File: config.mk
export PLATFORM = sky130hd
export DESIGN_NAME = bcd_display_stage
export DESIGN_NICKNAME = d
export VERILOG_FILES = /design/src/rtl/bcd_display_stage.sv
export SDC_FILE = /design/constraint.sdc
export NUM_CORES = 1
export LEC_CHECK = 0
export BUFFER_PORTS_ARGS = -buffer_cell sky130_fd_sc_hd__buf_2
export CAP_MARGIN = 20
export CORE_MARGIN = 5
export CORE_UTILIZATION = 56
export DETAILED_ROUTE_END_ITERATION = 7
export GPL_ROUTABILITY_DRIVEN = 0
export PLACE_DENSITY = 0.77
export SLEW_MARGIN = 20
export SYNTH_ARGS = -nofsm -noshare
export SYNTH_HDL_FRONTEND = slang
export SYNTH_SLANG_ARGS = --single-unit
File: constraint.sdc
create_clock -name clk -period 3.5 [get_ports clk]
set_clock_uncertainty 0.2 [all_clocks]
set_input_delay 0.35 -clock clk [delete_from_list [all_inputs] [get_ports clk]]
set_output_delay 0.35 -clock clk [all_outputs]
set_load 0.01 [all_outputs]
File: src/rtl/bcd_display_stage.sv
// Two-digit BCD display stage: synchronizes an asynchronous units digit, extends it with a
// tens counter, and time-multiplexes both digits onto one seven-segment output.
`timescale 1ns/1ps
module bcd_display_stage #(
    parameter int REFRESH_DIV = 4
) (
    input  logic       clk,
    input  logic       clr,
    input  logic [3:0] units_in,
    input  logic       hold,
    output logic [6:0] seg,
    output logic [1:0] dig_sel,
    output logic [3:0] units_sync,
    output logic [3:0] tens,
    output logic       carry,
    output logic       err
);

    localparam logic [7:0] REFRESH_TERM = 8'(REFRESH_DIV - 1);

    function automatic logic [6:0] encodeSeg(input logic [3:0] digit);
        logic [6:0] pattern;
        case (digit)
            4'd0:    pattern = 7'b1111110;
            4'd1:    pattern = 7'b0110000;
            4'd2:    pattern = 7'b1101101;
            4'd3:    pattern = 7'b1111001;
            4'd4:    pattern = 7'b0110011;
            4'd5:    pattern = 7'b1011011;
            4'd6:    pattern = 7'b1011111;
            4'd7:    pattern = 7'b1110000;
            4'd8:    pattern = 7'b1111111;
            4'd9:    pattern = 7'b1111011;
            default: pattern = 7'b0000000;
        endcase
        return pattern;
    endfunction

    logic [3:0] s1_q, s2_q, s3_q;
    logic [3:0] units_q, units_d;
    logic [3:0] tens_q, tens_d;
    logic       carry_q, carry_d;
    logic       err_q, err_d;
    logic [3:0] dispUnits_q, dispUnits_d;
    logic [3:0] dispTens_q, dispTens_d;
    logic [7:0] refresh_q, refresh_d;
    logic [1:0] digSel_q, digSel_d;
    logic [6:0] seg_q, seg_d;
    logic       stable;

    always_comb begin
        stable      = (s2_q == s3_q);
        units_d     = units_q;
        tens_d      = tens_q;
        carry_d     = 1'b0;
        err_d       = err_q;
        dispUnits_d = dispUnits_q;
        dispTens_d  = dispTens_q;
        refresh_d   = refresh_q + 8'd1;
        digSel_d    = digSel_q;

        // Only a sample seen identically on two consecutive edges may be accepted, so
        // ripple-counter glitches (including the 1010 clear transient) are filtered out.
        if (stable) begin
            if (s2_q <= 4'd9) begin
                units_d = s2_q;
                if (units_q == 4'd9 && s2_q == 4'd0) begin
                    tens_d  = (tens_q == 4'd9) ? 4'd0 : tens_q + 4'd1;
                    carry_d = (tens_q == 4'd9);
                end
            end else begin
                err_d = 1'b1;
            end
        end

        if (!hold) begin
            dispUnits_d = units_q;
            dispTens_d  = tens_q;
        end

        if (refresh_q == REFRESH_TERM) begin
            refresh_d = 8'd0;
            digSel_d  = {digSel_q[0], digSel_q[1]};
        end

        // Encoding from next-state values keeps seg aligned with dig_sel in every cycle.
        seg_d = encodeSeg(digSel_d[0] ? dispUnits_d : dispTens_d);
    end

    always_ff @(posedge clk) begin
        if (clr) begin
            s1_q        <= 4'd0;
            s2_q        <= 4'd0;
            s3_q        <= 4'd0;
            units_q     <= 4'd0;
            tens_q      <= 4'd0;
            carry_q     <= 1'b0;
            err_q       <= 1'b0;
            dispUnits_q <= 4'd0;
            dispTens_q  <= 4'd0;
            refresh_q   <= 8'd0;
            digSel_q    <= 2'b01;
            seg_q       <= 7'b1111110;
        end else begin
            s1_q        <= units_in;
            s2_q        <= s1_q;
            s3_q        <= s2_q;
            units_q     <= units_d;
            tens_q      <= tens_d;
            carry_q     <= carry_d;
            err_q       <= err_d;
            dispUnits_q <= dispUnits_d;
            dispTens_q  <= dispTens_d;
            refresh_q   <= refresh_d;
            digSel_q    <= digSel_d;
            seg_q       <= seg_d;
        end
    end

    assign seg        = seg_q;
    assign dig_sel    = digSel_q;
    assign units_sync = units_q;
    assign tens       = tens_q;
    assign carry      = carry_q;
    assign err        = err_q;

endmodule
==> results of run 1 <==
-- per-stage QoR --
step	utilization (%)	hold slack [ns]
final	65.2	0.0617
after global routing	65.2	0.0737
after CTS	65.2	0.0564
after detailed placement	61.5	0.223
after global placement	61.5	0.217
after floorplan	-	0.214
-- cells by family (layout without fill, tap and decap cells) --
kind of cell,Yosys count,count (layout),synth area share [%]
fa+ha+maj,7,7,4.23
flops,47,47,45.5
mux,18,18,10.3
compound gates,30,30,9.61
xor+xnor,14,14,5.92
buf+inv,13,41,2.84
simple gates,85,85,21.6
-- cells in the mapped netlist (2+ instances only) --
cell type  number  share of area [%]
dfxtp_1        47                 45
ha_1            7                4.2
mux2i_1        11                5.3
xor2_1         10                4.2
buf_2           2               0.48
clkbuf_1        4               0.73
nand3_1        12                2.9
a21oi_1         9                2.2
xnor2_1         4                1.7
o21ai_0         7                1.7
mux2_2          3                1.6
nor2b_1        13                3.9
mux2_4          2                1.5
nand2_1        19                3.4
nand2b_1        3               0.91
inv_1           6                1.1
nor4_1          2               0.60
o211ai_1        2               0.73
o22ai_1         2               0.60
and3_1          2               0.60
nor2_1         23                4.2
-- sequential cells by signal (all words and copies together) (netlist names) --
name,cells
dig_sel,2
seg,7
s2_q,4
err,1
tens,4
s1_q,4
refresh_q,8
carry,1
units_sync,4
dispUnits_q,4
dispTens_q,4
s3_q,4
-- worst paths after layout --
path	from	endpoint	slack, ns	depth (start not counted)
hold reg to reg	s1_q[0]	s2_q[0]	0.24	1
setup reg to reg	refresh_q[0]	seg[0]	0.61	10
setup / recovery	refresh_q[0]	seg[0]	0.61	10
hold / removal	units_in[2]	s1_q[2]	0.06	2
-- critical path: stages (launching register included) --
cell and delay (ns):
dfxtp_1 0.37, ha_1 0.24, nor4b_4 0.28, a21boi_1 0.19, nor2_2 0.33, mux2_2 0.43, inv_1 0.11, ha_1 0.18
nor2_1 0.05, mux2i_1 0.24, a31oi_1 0.13
-- area by class of cell --
cell class	instances	area, um^2
Fill cell	308	1260
Multi-Input combinational cell	154	1070
Sequential cell	47	941
Timing Repair Buffer	27	140
Clock buffer	5	68.8
Clock inverter	3	67.6
Tap cell	48	60.1
Inverter	6	22.5
-- routing by layer --
layer  GRT usage, %  part of all wire [%]  up-vias
met3           4.12                   5.1        7
met4           7.10                   1.7        0
met5              0                     0        -
met2           26.7                    46       32
met1           21.0                    48      727
li1               -                     -      786
-- power by group through the flow --
stage	logic (uW)	registers [uW]	clock network, uW
finish	107	565	458
global route	119	568	496
CTS	108	565	470
detailed placement	107	578	0
global placement	106	577	0
floorplan	78.6	579	0
==> metrics.txt, run 1 <==
hold crit path type input pin to flop; largest net degree at the start of global routing 34; Worst-Margin Slew 0.554 ns; clock buffers created by TritonCTS 5; Core Rows 22; post-layout min period 2.89 ns; largest vdd supply drop 0.329 mV; post-synthesis sequential element count 47; Comb power frac 9.5%; Reg power frac 50.0%; final HPWL from detailed placement 2710 um; number of maximum-capacitance constraint violations 0; Remaining Overflow, GRT 0; largest buffer count on any clock path 2; post-placement cell area 2230 um^2; post-CTS repair timing setup buffer count 0; Antenna Nets Post-Route 0; max-slew headroom at the worst pin 62.0%; power density of the placed cells 477 nW/um^2; router iterations before antenna repair 4; status finished clean; vias post-DR 1,552; Mapped Cells 214; insertion delay of the later-clocked pin in the worst-skew pair 0.29 ns; commonest cells after routing, fill and taps aside 47 x dfxtp_1, 25 x buf_2, 23 x nor2_1; yosys warns 0; nature of the critical path endpoint flop; ratio of cells with drive above 1 in the final layout 20.2%; Post-layout nets 255; TritonCTS clock tree yes; number of top-level design ports 26; most common library cell in the layout ignoring fill and taps dfxtp_1; average wire per standard cell 13.1 um; post-route setup slack 0.609 ns; Setup-failing EPs final 0; Total Die Area 5010 um^2; async set-or-reset flop fraction in the synthesized netlist 0%; post_cts resized 0; period utilisation layout 82.6%; Setup Crit Path Kind flop to flop; Port Buffer Count 25; unrepaired setup endpoints after global routing false; Mapped Avg Cell Area 9.67 um^2; kind of start point of the critical path flop; post-layout total power 1130 uW; initial antenna violation count 0; register clock-pin slew on the reported worst setup and hold paths 0.09 ns; dominant register cell in the synthesized netlist dfxtp_1; number of global-route vias before repair 1,541; layout overhead on the synthesized area 14.5%; final standard cell count with taps included and fillers excluded 290; DRC violation total after the first TritonRoute iteration 90; final design area excluding fillers 2370 um^2; post-synthesis net count 228; Place WS 0.626 ns; post-synthesis cell area 2070 um^2; global-route wire length before repair 6840 um; leakage power of the design 0.00101 uW; Crit path required time 3.45 ns; H-Tree Depth 2; sequential fraction of the synthesis area 45.5%; final max-slew violation count 0; Final Hold Vio Count 0; Core ar. 3630 um^2; data arrival time of the critical path 2.84 ns; switching power summed over all nets 246 uW; overall die height 70.8 um; number of antenna cells inserted 0; part of the total power dissipated in the clock network 40.5%; CTS Hold Bufs 0; DRC violation count after routing 0; Achievable Freq 346 MHz; sinks on the clock net 47; CTS root buf clkbuf_8; global routing usage summed across all routing layers 16.5%; fraction of power spent switching nets 21.8%; starting density of the core 57.0%; Crit Path Max Fanout 7; cell count after placement 282; Synth cell types 45; aggregate negative setup slack 0 ns; mean number of vias per cell 5.35; internal power summed over all cells 883 uW; total detailed-routing wirelength 3810 um; number of enable flip-flop cells after synthesis 0; horizontal die dimension 70.8 um
Power figures use the tool's default switching activity.
==> run 2: changes to the inputs <==
--- a/config.mk
+++ b/config.mk
@@ -8,10 +8,10 @@
 export BUFFER_PORTS_ARGS = -buffer_cell sky130_fd_sc_hd__buf_2
 export CAP_MARGIN = 20
 export CORE_MARGIN = 5
-export CORE_UTILIZATION = 56
+export CORE_UTILIZATION = 51
 export DETAILED_ROUTE_END_ITERATION = 7
 export GPL_ROUTABILITY_DRIVEN = 0
-export PLACE_DENSITY = 0.77
+export PLACE_DENSITY = 0.74
 export SLEW_MARGIN = 20
 export SYNTH_ARGS = -nofsm -noshare
 export SYNTH_HDL_FRONTEND = slang
==> constraint.sdc (replaced) <==
create_clock -name clk -period 2.4 [get_ports clk]
set_clock_uncertainty 0.2 [all_clocks]
set_input_delay 0.24 -clock clk [delete_from_list [all_inputs] [get_ports clk]]
set_output_delay 0.24 -clock clk [all_outputs]
set_load 0.01 [all_outputs]
==> metrics.txt, run 2 (synthesized netlist as in run 1, its figures left out) <==
fill cell total of the finished layout 334 (+8.4%); global routing usage summed across all routing layers 16.8% (+0.22 points); Reg power frac 56.2% (+6.2 points); part of the total power dissipated in the clock network 30.7% (-9.8 points); Setup Crit Path Kind flop to flop; aggregate negative setup slack 0 ns (unchanged); number of global-route vias before repair 1,603 (+4.0%); max-slew headroom at the worst pin 61.7% (-0.38 points); nature of the critical path endpoint flop; number of maximum-capacitance constraint violations 0 (unchanged); initial antenna violation count 0 (unchanged); final core utilization 64.2% (-0.98 points); router iterations before antenna repair 4 (unchanged); hold crit path type input pin to flop; horizontal die dimension 73.7 um (+4.1%); Remaining Overflow, GRT 0 (unchanged); global-route wire length before repair 7100 um (+3.8%); post-layout min period 2.35 ns (-0.537 ns); cell count after placement 294 (+4.3%); clock buffers created by TritonCTS 5 (unchanged); starting density of the core 52.1% (-4.8 points); Antenna Nets Post-Route 0 (unchanged); TritonCTS clock tree yes; CTS root buf clkbuf_8; final HPWL from detailed placement 2980 um (+9.6%); DRC violation count after routing 0 (unchanged); final max-slew violation count 0 (unchanged); Crit path required time 2.43 ns (-1.02 ns); Buf/Inv on CP 1 (unchanged); final standard cell count with taps included and fillers excluded 312 (+7.6%); most common library cell in the layout ignoring fill and taps dfxtp_1; layout overhead on the synthesized area 23.3%; post-route worst hold slack 0.146 ns (+0.0841 ns); period utilisation layout 98.1% (+15 points); H-Tree Depth 2 (unchanged); status finished clean; data arrival time of the critical path 2.38 ns (-0.46 ns); Crit Path Max Fanout 4 (-3); final design area excluding fillers 2550 um^2 (+7.7%); Worst-Margin Slew 0.559 ns (+0.00561 ns); commonest cells after routing, fill and taps aside 45 x dfxtp_1, 25 x buf_2, 21 x nor2_1; Setup-failing EPs final 0 (unchanged); Achievable Freq 425 MHz (+23%); kind of cell adding the most delay to the critical path simple AND/OR/NAND/NOR gates; leakage power of the design 0.00107 uW (+6.1%); DRC violation total after the first TritonRoute iteration 108 (+20%); maximum cell stage delay along the critical path 0.37 ns (-0.06 ns); mean number of vias per cell 5.13 (-4.1%); standard cell with the maximum stage delay on the critical path dfxtp_4; internal power summed over all cells 1110 uW (+25%); largest vdd supply drop 0.468 mV (+42%); unrepaired setup endpoints after global routing true; number of top-level design ports 26 (unchanged); average wire per standard cell 13.3 um (+1.2%); chain of cells forming the critical path ha_4 > nor4b_4 > a21boi_2 > nor2_2 > mux4_2 > buf_6 > ha_4 > nor2_4 > mux2i_2 > a31oi_1; sinks on the clock net 47 (unchanged); switching power summed over all nets 366 uW (+49%); Port Buffer Count 25 (unchanged); Core ar. 3970 um^2 (+9.3%); Total Die Area 5430 um^2 (+8.4%); largest net degree at the start of global routing 33 (-2.9%); Largest register FFs 8 (unchanged); overall die height 73.7 um (+4.1%); fraction of power spent switching nets 24.9% (+3.1 points); kind of start point of the critical path flop; number of antenna cells inserted 0 (unchanged); largest buffer count on any clock path 2 (unchanged); vias post-DR 1,602 (+3.2%); Final Hold Vio Count 0 (unchanged); insertion delay of the later-clocked pin in the worst-skew pair 0.29 ns (about the same); Post-layout nets 275 (+7.8%); Core Rows 23 (+4.5%); post-placement cell area 2340 um^2 (+4.6%); total detailed-routing wirelength 4150 um (+8.9%); most used cell along the critical path ha_4; Comb power frac 13.1% (+3.6 points); most flop-heavy register refresh_q; register clock-pin slew on the reported worst setup and hold paths 0.09 ns (about the same); power density of the placed cells 577 nW/um^2 (+21%); ratio of cells with drive above 1 in the final layout 28.6% (+8.4 points)
## run 2: final timing paths
path                      from          to  slack (ns)  cells past startpoint
hold reg to reg        s1_q[0]     s2_q[0]        0.24                      1
setup / recovery  refresh_q[0]      seg[0]        0.05                     10
hold / removal             clr  dig_sel[0]        0.15                      3
setup reg to reg  refresh_q[0]      seg[0]        0.05                     10
## run 2: layout make-up
| cell class | count | area (um^2) | share of cell area (%) |
|---|---|---|---|
| Inverter | 6 | 25.0 | 0.981 |
| Timing Repair Buffer | 47 | 304 | 11.9 |
| Sequential cell | 47 | 948 | 37.2 |
| Multi-Input combinational cell | 154 | 1130 | 44.3 |
| Tap cell | 50 | 62.6 | 2.45 |
| Clock inverter | 1 | 5.00 | 0.196 |
| Clock buffer | 7 | 76.3 | 2.99 |
## run 2: power by group through the flow
stage | logic [uW] | registers, uW | clock network, uW
floorplan | 119 | 847 | 0
global placement | 173 | 845 | 0
detailed placement | 176 | 846 | 0
CTS | 182 | 828 | 469
global route | 211 | 832 | 504
finish | 193 | 828 | 451
## run 2: per-stage QoR
| step | total power, uW | setup slack (ns) |
|---|---|---|
| after floorplan | 966 | -0.00389 |
| after global placement | 1020 | 0.0583 |
| after detailed placement | 1020 | -0.00557 |
| after CTS | 1480 | 0.00192 |
| after global routing | 1550 | -0.0723 |
| final | 1470 | 0.0458 |
## run 2: layer usage
metal	vias up	routed length [um]	part of all wire [%]	GRT usage, %
li1	829	-	-	-
met1	741	1870	45	19.9
met2	28	2080	50	29.0
met3	4	155	3.7	3.69
met4	0	37	0.89	6.84
met5	-	0	0	0
## run 2: timing repair
item,CTS,global route
endpoints found under the setup margin,1,5
hold buffers,4,0
pin swaps,1,10
gates resized for setup,1,13
setup buffers,1,5
hold endpoints to repair,4,0
## run 2: worst reg2reg max path, delay by kind of cell (launching register included)
kind / cells / cell delay [ns]
simple gates: 3 / 0.56
buf+inv: 1 / 0.15
mux: 2 / 0.45
compound gates: 2 / 0.26
flops: 1 / 0.37
fa+ha+maj: 2 / 0.30
==> run 3: changes to the inputs <==
--- a/config.mk
+++ b/config.mk
@@ -8,10 +8,10 @@
 export BUFFER_PORTS_ARGS = -buffer_cell sky130_fd_sc_hd__buf_2
 export CAP_MARGIN = 20
 export CORE_MARGIN = 5
-export CORE_UTILIZATION = 51
+export CORE_UTILIZATION = 45
 export DETAILED_ROUTE_END_ITERATION = 7
 export GPL_ROUTABILITY_DRIVEN = 0
-export PLACE_DENSITY = 0.74
+export PLACE_DENSITY = 0.68
 export SLEW_MARGIN = 20
 export SYNTH_ARGS = -nofsm -noshare
 export SYNTH_HDL_FRONTEND = slang
==> metrics.txt, run 3 (synthesized netlist as in run 1, its figures left out) <==
status finished clean; Setup-failing EPs final 0 (unchanged); period utilisation layout 96.6% (-1.5 points); TritonCTS clock tree yes; ratio of cells with drive above 1 in the final layout 30.2% (+1.6 points); layout overhead on the synthesized area 25.5%; area taken by flip-flops and latches 948 um^2 (unchanged); CTS root buf clkbuf_8; DRC violation total after the first TritonRoute iteration 56 (-48%); hold crit path type input pin to flop; cell count after placement 298 (+1.4%); busiest metal layer after global routing met2; beginning of the worst register-to-register path refresh_q[1]; Antenna Nets Post-Route 0 (unchanged); Remaining Overflow, GRT 0 (unchanged); Largest register FFs 8 (unchanged); initial antenna violation count 0 (unchanged); nature of the critical path endpoint flop; most used cell along the critical path ha_4; routing usage on met3 3.47% (-0.22 points); maximum cell stage delay along the critical path 0.37 ns (about the same); power density of the placed cells 626 nW/um^2 (+8.6%); leakage power of the design 0.00110 uW (+3.5%); Core ar. 4410 um^2 (+11%); number of maximum-capacitance constraint violations 0 (unchanged); commonest cells after routing, fill and taps aside 45 x dfxtp_1, 25 x buf_2, 21 x nor2_1, 21 x buf_4, 19 x nand2_1; register clock-pin slew on the reported worst setup and hold paths 0.09 ns (about the same); largest vdd supply drop 0.331 mV (-29%); average wire per standard cell 13.1 um (-1.4%); Port Buffer Count 25 (unchanged); starting density of the core 46.9% (-5.2 points); register-to-register setup slack 0.08 ns (+0.04 ns); most common library cell in the layout ignoring fill and taps dfxtp_1; kind of start point of the critical path flop; endpoint of the worst hold path dig_sel[0]; Reg power frac 50.8% (-5.4 points); unrepaired setup endpoints after global routing true; internal power summed over all cells 1250 uW (+13%); router iterations before antenna repair 5 (+1); global-route wire length before repair 7110 um (+0.18%); clock buffers created by TritonCTS 5 (unchanged); cell depth of the worst min-delay path 3 (unchanged); fraction of power spent switching nets 23.3% (-1.6 points); final HPWL from detailed placement 2950 um (-0.76%); final standard cell count with taps included and fillers excluded 317 (+1.6%); met2 track demand over resource 24.1% (-4.9 points); Crit path required time 2.42 ns (about the same); Reg-to-Reg End seg[0]; Post-layout nets 278 (+1.1%); final max-slew violation count 0 (unchanged); fill cell total of the finished layout 377 (+13%); sinks on the clock net 47 (unchanged); horizontal die dimension 77.8 um (+5.6%); Total Die Area 6060 um^2 (+11%); largest buffer count on any clock path 2 (unchanged); chain of cells forming the critical path ha_4 > nor4b_4 > and3_4 > nor2_4 > mux4_2 > buf_4 > ha_4 > nor2_2 > mux2i_2 > a31oi_1; Setup Crit Path Kind flop to flop; Crit Path Max Fanout 4 (unchanged); number of top-level design ports 26 (unchanged); switching power summed over all nets 379 uW (+3.5%); mean number of vias per cell 5.15 (+0.20%); number of antenna cells inserted 0 (unchanged); number of global-route vias before repair 1,573 (-1.9%); Comb power frac 12.3% (-0.8 points); standard cell with the maximum stage delay on the critical path dfxtp_4; most flop-heavy register refresh_q; area occupied by multi-input gates 1110 um^2 (-1.3%); insertion delay of the later-clocked pin in the worst-skew pair 0.29 ns (about the same); Worst-Margin Slew 0.491 ns (-0.0682 ns); Core Rows 24 (+4.3%); vias post-DR 1,631 (+1.8%); DRC violation count after routing 0 (unchanged); post-layout total power 1630 uW (+11%); largest net degree at the start of global routing 33 (unchanged); met1 Track Usage GR 17.7% (-2.2 points); overall die height 77.8 um (+5.6%); H-Tree Depth 2 (unchanged); max-slew headroom at the worst pin 66.3% (+4.7 points); part of the total power dissipated in the clock network 37.0% (+6.3 points); post-layout min period 2.32 ns (-0.0350 ns); data arrival time of the critical path 2.34 ns (-0.04 ns); total detailed-routing wirelength 4160 um (+0.22%); FF-to-FF path depth 10 (unchanged); Final Hold Vio Count 0 (unchanged); startpoint of the most critical hold path clr; Achievable Freq 431 MHz (+1.5%); global routing usage summed across all routing layers 14.3% (-2.5 points)
## run 3: cell types whose count changed in the layout (fill, tap and decap cells not counted), sizes merged
| cell | change |
|---|---|
| clkbuf | -1 |
| buf | +3 |
| clkinv | -1 |
| bufinv | +1 |
| inv | +1 |
## run 3: metal layers
layer | part of all wire [%] | up-vias | wire, um
li1 | - | 836 | -
met1 | 44 | 759 | 1830
met2 | 50 | 30 | 2090
met3 | 4.0 | 6 | 167
met4 | 1.5 | 0 | 63
met5 | 0 | - | 0
## run 3: layout make-up
class                   count  area share, %
clock buffers               6           3.18
clock inverters             2           1.49
inverters                   6          0.963
multi-input cells         154           42.9
flip-flops and latches     47           36.5
well taps                  52           2.50
repair buffers             50           12.4
## run 3: worst max path at each step
| stage | cells after the start | slack (ns) | from | end |
|---|---|---|---|---|
| 2_1_floorplan | 11 | -0.004 | refresh_q[1] | seg[1] |
| 3_3_place_gp | 10 | 0.05 | refresh_q[0] | seg[1] |
| 3_5_place_dp | 10 | -0.02 | refresh_q[0] | seg[4] |
| 4_1_cts | 10 | 0.008 | refresh_q[0] | seg[1] |
| 5_1_grt | 10 | -0.06 | refresh_q[1] | seg[0] |
| 6_report | 10 | 0.08 | refresh_q[1] | seg[0] |
## run 3: power groups by stage
| stage | combinational, uW | sequential, uW | clock [uW] |
|---|---|---|---|
| detailed placement | 181 | 845 | 0 |
| floorplan | 119 | 847 | 0 |
| CTS | 191 | 827 | 622 |
| global placement | 178 | 844 | 0 |
| global route | 220 | 831 | 665 |
| finish | 200 | 826 | 601 |
## run 3: repair_timing
| item | CTS | global route |
|---|---|---|
| setup buffers | 1 | 6 |
| endpoints found under the setup margin | 4 | 5 |
| cloned | 0 | 0 |
| hold buffers | 4 | 0 |
| pin swaps | 1 | 2 |
| gates resized for setup | 2 | 9 |
| endpoints found under the hold margin | 4 | 0 |
## run 3: critical path, delay by kind of cell (launching register included)
| kind | cells | cell delay, ns |
|---|---|---|
| buf+inv | 1 | 0.17 |
| compound gates | 1 | 0.13 |
| simple gates | 4 | 0.66 |
| flops | 1 | 0.37 |
| fa+ha+maj | 2 | 0.29 |
| mux | 2 | 0.42 |
## run 3: metrics by stage
stage / TNS [ns] / instance area, um^2 / hold slack (ns) / utilization (%) / setup slack, ns
2_1_floorplan: -0.00389 / 2090 / 0.112 / - / -0.00389
3_3_place_gp: 0 / 2350 / 0.217 / 53.3 / 0.0463
3_5_place_dp: -0.0284 / 2350 / 0.220 / 53.3 / -0.0205
4_1_cts: 0 / 2520 / 0.138 / 57.2 / 0.00785
5_1_grt: -0.187 / 2600 / 0.195 / 58.8 / -0.0628
6_report: 0 / 2600 / 0.143 / 58.8 / 0.0809
